**src/rtl/uart_pkg.sv**
```systemverilog
// uart_pkg: shared UART tx state encoding and line constants; UART_TX_ARB_PARITY_EN adds the PARITY state.
package uart_pkg;
  localparam int UART_DATA_BITS = 8;
  localparam logic UART_START_BIT = 1'b0;
  localparam logic UART_STOP_BIT = 1'b1;
  localparam logic UART_IDLE_LEVEL = 1'b1;
  typedef enum logic [2:0] {
    ST_IDLE,
    ST_START,
    ST_DATA,
`ifdef UART_TX_ARB_PARITY_EN
    ST_PARITY,
`endif
    ST_STOP
  } uart_tx_state_t;
endpackage

```
**src/rtl/uart_tx_arbiter_if.sv**
```systemverilog
// uart_tx_arbiter_if: requester-side bundle of the shared UART transmitter.
interface uart_tx_arbiter_if #(parameter int N_REQ = 4);
  localparam int IW = $clog2(N_REQ);
  logic [N_REQ-1:0] req;
  logic [8*N_REQ-1:0] data_in;
  logic [N_REQ-1:0] ack;
  logic [IW-1:0] gnt_id;
  logic tx;
  logic bsy;
  modport master(output req, data_in, input ack, gnt_id, tx, bsy);
  modport slave(input req, data_in, output ack, gnt_id, tx, bsy);
endinterface

```
**src/rtl/uart_baud_tick.sv**
```systemverilog
// uart_baud_tick: bit-period divider, one-cycle tick every CLK_DIV clocks, restartable by clr.
module uart_baud_tick #(parameter int CLK_DIV = 16) (
  input  logic clk,
  input  logic rst,
  input  logic clr,
  output logic tick
);
  localparam int W = $clog2(CLK_DIV);
  logic [W-1:0] cnt;
  assign tick = cnt == W'(CLK_DIV - 1);
  always_ff @(posedge clk) begin
    if (rst || clr) cnt <= '0;
    else cnt <= tick ? '0 : cnt + 1'b1;
  end
endmodule

```
**src/rtl/uart_tx_arbiter.sv**
```systemverilog
// uart_tx_arbiter: round-robin share of one 8N1 UART serializer; UART_TX_ARB_PARITY_EN inserts even parity.
module uart_tx_arbiter
  import uart_pkg::*;
#(
  parameter int N_REQ = 4,
  parameter int CLK_DIV = 16
) (
  input logic clk,
  input logic rst,
  uart_tx_arbiter_if.slave bus
);
  localparam int IW = $clog2(N_REQ);
  uart_tx_state_t state;
  logic [IW-1:0] last, win;
  logic [7:0] shift;
  logic [2:0] bit_idx;
  logic tick, grant;
`ifdef UART_TX_ARB_PARITY_EN
  logic par;
`endif
  // highest priority goes to the requester just after the last winner
  always_comb begin
    win = last;
    for (int i = N_REQ; i >= 1; i--)
      if (bus.req[(int'(last) + i) % N_REQ]) win = IW'((int'(last) + i) % N_REQ);
  end
  assign grant = state == ST_IDLE && |bus.req;
  uart_baud_tick #(.CLK_DIV(CLK_DIV)) u_tick (.clk(clk), .rst(rst), .clr(grant), .tick(tick));
  always_ff @(posedge clk) begin
    if (rst) begin
      state <= ST_IDLE;
      shift <= '0;
      bit_idx <= '0;
      last <= IW'(N_REQ - 1);
      bus.ack <= '0;
      bus.gnt_id <= '0;
      bus.tx <= UART_IDLE_LEVEL;
      bus.bsy <= 1'b0;
`ifdef UART_TX_ARB_PARITY_EN
      par <= 1'b0;
`endif
    end else begin
      bus.ack <= '0;
      case (state)
        ST_IDLE: if (grant) begin
          shift <= bus.data_in[8*int'(win) +: 8];
`ifdef UART_TX_ARB_PARITY_EN
          par <= ^bus.data_in[8*int'(win) +: 8];
`endif
          bus.gnt_id <= win;
          last <= win;
          bus.ack <= N_REQ'(1) << win;
          bus.tx <= UART_START_BIT;
          bus.bsy <= 1'b1;
          state <= ST_START;
        end
        ST_START: if (tick) begin
          state <= ST_DATA;
          bit_idx <= '0;
          bus.tx <= shift[0];
        end
        ST_DATA: if (tick) begin
          shift <= shift >> 1;
          bit_idx <= bit_idx + 3'd1;
          if (bit_idx == 3'(UART_DATA_BITS - 1)) begin
`ifdef UART_TX_ARB_PARITY_EN
            state <= ST_PARITY;
            bus.tx <= par;
`else
            state <= ST_STOP;
            bus.tx <= UART_STOP_BIT;
`endif
          end else bus.tx <= shift[1];
        end
`ifdef UART_TX_ARB_PARITY_EN
        ST_PARITY: if (tick) begin
          state <= ST_STOP;
          bus.tx <= UART_STOP_BIT;
        end
`endif
        ST_STOP: if (tick) begin
          state <= ST_IDLE;
          bus.bsy <= 1'b0;
        end
        default: state <= ST_IDLE;
      endcase
    end
  end
endmodule

```
**src/flat_wrapper.sv**
```systemverilog
// flat-port wrapper written by rule: the top's interface ports become plain ports
module uart_tx_arbiter_flat import uart_pkg::*;
#(
  parameter int N_REQ = 4,
  parameter int CLK_DIV = 16
)
  (clk, rst, bus_req, bus_data_in, bus_ack, bus_gnt_id, bus_tx, bus_bsy);
  uart_tx_arbiter_if #(.N_REQ(N_REQ)) bus_i ();
  input logic clk;
  input logic rst;
  input wire logic [$bits(bus_i.req)-1:0] bus_req;
  input wire logic [$bits(bus_i.data_in)-1:0] bus_data_in;
  output wire logic [$bits(bus_i.ack)-1:0] bus_ack;
  output wire logic [$bits(bus_i.gnt_id)-1:0] bus_gnt_id;
  output wire logic [$bits(bus_i.tx)-1:0] bus_tx;
  output wire logic [$bits(bus_i.bsy)-1:0] bus_bsy;
  assign bus_i.req = bus_req;
  assign bus_i.data_in = bus_data_in;
  assign bus_ack = bus_i.ack;
  assign bus_gnt_id = bus_i.gnt_id;
  assign bus_tx = bus_i.tx;
  assign bus_bsy = bus_i.bsy;
  uart_tx_arbiter #(.N_REQ(N_REQ), .CLK_DIV(CLK_DIV)) u_core (.clk(clk), .rst(rst), .bus(bus_i));
endmodule
```
**config.mk**
```make
export PLATFORM = sky130hd
export DESIGN_NAME = uart_tx_arbiter_flat
export DESIGN_NICKNAME = d
export VERILOG_FILES = /design/src/rtl/uart_pkg.sv /design/src/rtl/uart_tx_arbiter_if.sv /design/src/rtl/uart_baud_tick.sv /design/src/rtl/uart_tx_arbiter.sv /design/src/flat_wrapper.sv
export SDC_FILE = /design/constraint.sdc
export NUM_CORES = 1
export LEC_CHECK = 0
export ABC_CLOCK_PERIOD_IN_PS = 4390
export BUFFER_PORTS_ARGS = -buffer_cell sky130_fd_sc_hd__clkbuf_2
export CORE_MARGIN = 3
export CORE_UTILIZATION = 35
export DETAILED_ROUTE_END_ITERATION = 12
export SYNTH_ARGS = -nofsm -noshare
export SYNTH_HDL_FRONTEND = slang
export SYNTH_SLANG_ARGS = --single-unit
```
**constraint.sdc**
```tcl
create_clock -name clk -period 4.39 [get_ports clk]
set_clock_uncertainty 0.05 [all_clocks]
set_input_delay 0.2195 -clock clk [delete_from_list [all_inputs] [get_ports clk]]
set_output_delay 0.2195 -clock clk [all_outputs]
set_load 0.1 [all_outputs]
```
==> impl_metrics.yaml <==
critical_path:
  path_buf_inv: 2
  critical_path.max_fanout: 18
  cp_slowest_stage_delay_ns: 0.53
  worstPathArrival_ns: 2.42
  path_class: "reg2reg"
  endpoint_kind: "register"
  path_cells: "inv_1 > ha_1 > inv_1 > o211ai_1 > a21oi_1 > mux2i_1 > a32o_1"
  reg2reg_depth: 7
  cp_top_family: "compound AO/OA/AOI/OAI gates"
  cp_data_required_time_ns: 4.56
  crit_path_start_kind: "register"
  critPathMostFrequentCell: "inv_1"
  ff2ff_setup_slack_ns: 2.14
  rr_startpoint: "u_core.state[0]"
  critPathSlowestCell: "ha_1"
  rr_endpoint: "u_core.shift[6]"
logic_synthesis:
  synth_area_leaders: "dfxtp_1 (33%), a21oi_1 (8.3%), ha_1 (5.4%), a32o_1 (4.9%), mux2i_1 (4.9%)"
  async_flop_share_pct: 0
  avgSynthCellArea_um2: 7.98
  yosysTopAreaCell: "dfxtp_1"
  yosys_warnings: 0
  synthesis.area_mm2: 0.00164
  synth_nets: 250
  synth_top_area_share_pct: 33.1
  ys_types: 40
  ys_top_cells_by_count: "a21oi_1 (27), dfxtp_1 (27), nand2_1 (16), nor2_1 (16), nor3_1 (13)"
  netlist_instances: 205
  synth_edf_count: 0
  synth-seq-area-share_pct: 33.1
  synth_seq_cells: 27
  synthFlopType: "dfxtp_1"
timing:
  rsz0062_at_grt: "false"
  min_period_ns: 2.25
  finalSetupViolCount: 0
  fin_hold_ws_ns: 0.263
  final_max_slew_viol_count: 0
  fmax_mhz: 445
  slew_headroom_pct: 38.8
  fin_crit_sh_pct: 51.1
  finalSetupTns_ns: 0
  tightest_slew_ns: 0.915
  hold_viol: 0
floorplan:
  die_w_um: 74.4
  die_h_um: 74.4
  start_util_pct: 36.8
  core-area_mm2: 0.00444
  io_pins: 46
  rows: 24
  die-area_mm2: 0.00553
cts:
  htree_levels: 1
  post-cts-setup-buffer-count: 0
  cts_resized: 0
  cts_tree: "yes"
  hold_buffers: 0
  clk_pin_slew_worst_paths_ns: 0.09
  max-clock-path-buffers: 2
  insertion_delay_ns: 0.27
  numCtsBuffers: 3
  cts.sinks: 27
  cts_root_buf: "clkbuf_8"
power:
  p_per_area_mw_per_mm2: 703
  leakage_uw: 0.000854
  ir_drop_mv: 0.386
cells_and_area:
  final_cells: 294
  drive_gt1_share_pct: 21.9
  regArea_um2: 541
  diodes: 0
  area_growth_syn_to_layout_pct: 17.2
  nets: 288
  fillerInstances: 482
  final_util_pct: 43.1
  multiInputGateArea_um2: 995
place:
  dp.final_hpwl_mm: 3.08
  place_congestion: 0.828
  dp_cells: 290
  portBuffers: 45
worst_hold_path:
  hold_path.class: "in2reg"
  min-delay-start: "bus_data_in[14]"
  hold_end: "u_core.shift[6]"
  min_path_cells: 3
detailed_routing:
  wl_mm: 3.96
  wl_per_cell_um: 13.5
  vias: 1588
  antenna_left: 0
  viasPerCell: 5.40
  firstDrtPassIters: 4
  drc: 0
  dr.first_iter.drc_count: 107
grt:
  grt_max_degree: 21
  grt_pass1_wl_mm: 6.35
  met2_usage_pct: 25.2
  met1_usage_pct: 18.7
  grt_overflow: 0
  grt_pass1_vias: 1379
  grt_usage_pct: 14.6
  antenna_found_initial: 0
  top_usage_layer: "met2"
  met3_usage_pct: 2.16
status:
  outcome: "finished, final reports clean"
run:
  drv_cap: 0
## metrics by stage
stage               worst slack, ns  instance area (um^2)  total power, uW
floorplan                      2.56                  1640             1060
global placement               2.23                  1870             1210
detailed placement             2.18                  1870             1210
CTS                            2.15                  1920             1360
global route                   1.86                  1920             1460
finish                         2.14                  1920             1350
## cell usage in the layout, fill, tap and decap left out, types with 2 or more instances in the layout
cell type  Yosys  routed
clkbuf_2       0      45
a21oi_1       27      27
dfxtp_1       27      27
nor2_1        16      16
nand2_1       16      16
nor3_1        13      13
inv_1         12      12
mux2i_1        8       8
a211o_1        8       8
a32o_1         8       8
ha_1           7       7
o21ai_0        6       6
nand2b_1       5       5
nor4_1         5       5
o211ai_1       3       3
nor2b_1        3       3
nand4_1        3       3
o21ai_1        3       3
nand3_1        3       3
clkbuf_8       0       3
o21a_1         2       2
a22oi_1        2       2
## power by group
part	internal [uW]	leakage (uW)	switching (uW)	total, uW
clock	63.6	0.0000255	77.8	141
combinational	273	0.000606	559	831
sequential	320	0.000222	54.8	374
## layer usage
metal	vias to the layer above	wire [um]
met5	-	0
met4	0	44
met3	4	240
met2	44	1830
met1	720	1840
li1	820	-
## area by class of cell
class	instances	area share, %
Multi-Input combinational cell	154	51.9
Inverter	12	2.35
Sequential cell	27	28.2
Timing Repair Buffer	45	11.7
Clock inverter	1	0.261
Clock buffer	3	2.15
Tap cell	52	3.39
## tightest hold or removal path, stage by stage
cell and delay (ns):
clkbuf_2 0.08, a211o_1 0.11, a32o_1 0.15
## worst max-delay path by stage
stage	from	slack, ns	cells past startpoint	endpoint
final	u_core.state[0]	2.14	7	u_core.shift[6]
after global routing	u_core.state[0]	1.86	7	u_core.shift[4]
after CTS	u_core.state[0]	2.15	7	u_core.shift[6]
after detailed placement	u_core.state[0]	2.18	7	u_core.shift[6]
after global placement	u_core.state[0]	2.23	7	u_core.shift[6]
after floorplan	u_core.state[0]	2.56	9	u_core.shift[0]
## sequential cells by signal (all words and copies together) (netlist names), 2 cells and up
| signal | flops |
|---|---|
| u_core.shift | 8 |
| u_core.bus.ack | 4 |
| u_core.u_tick.cnt | 4 |
| u_core.bit_idx | 3 |
| u_core.bus.gnt_id | 2 |
| u_core.last | 2 |
| u_core.state | 2 |
## cells by family after synthesis
group	synth area share [%]
buffers and inverters	6.12
xor gates and xnor gates	1.07
and+or+nand+nor	22.7
adders and majority gates	5.36
muxes	4.90
AOI/OAI and AO/OA	26.8
DFF	33.1
Power figures use the tool's default switching activity.
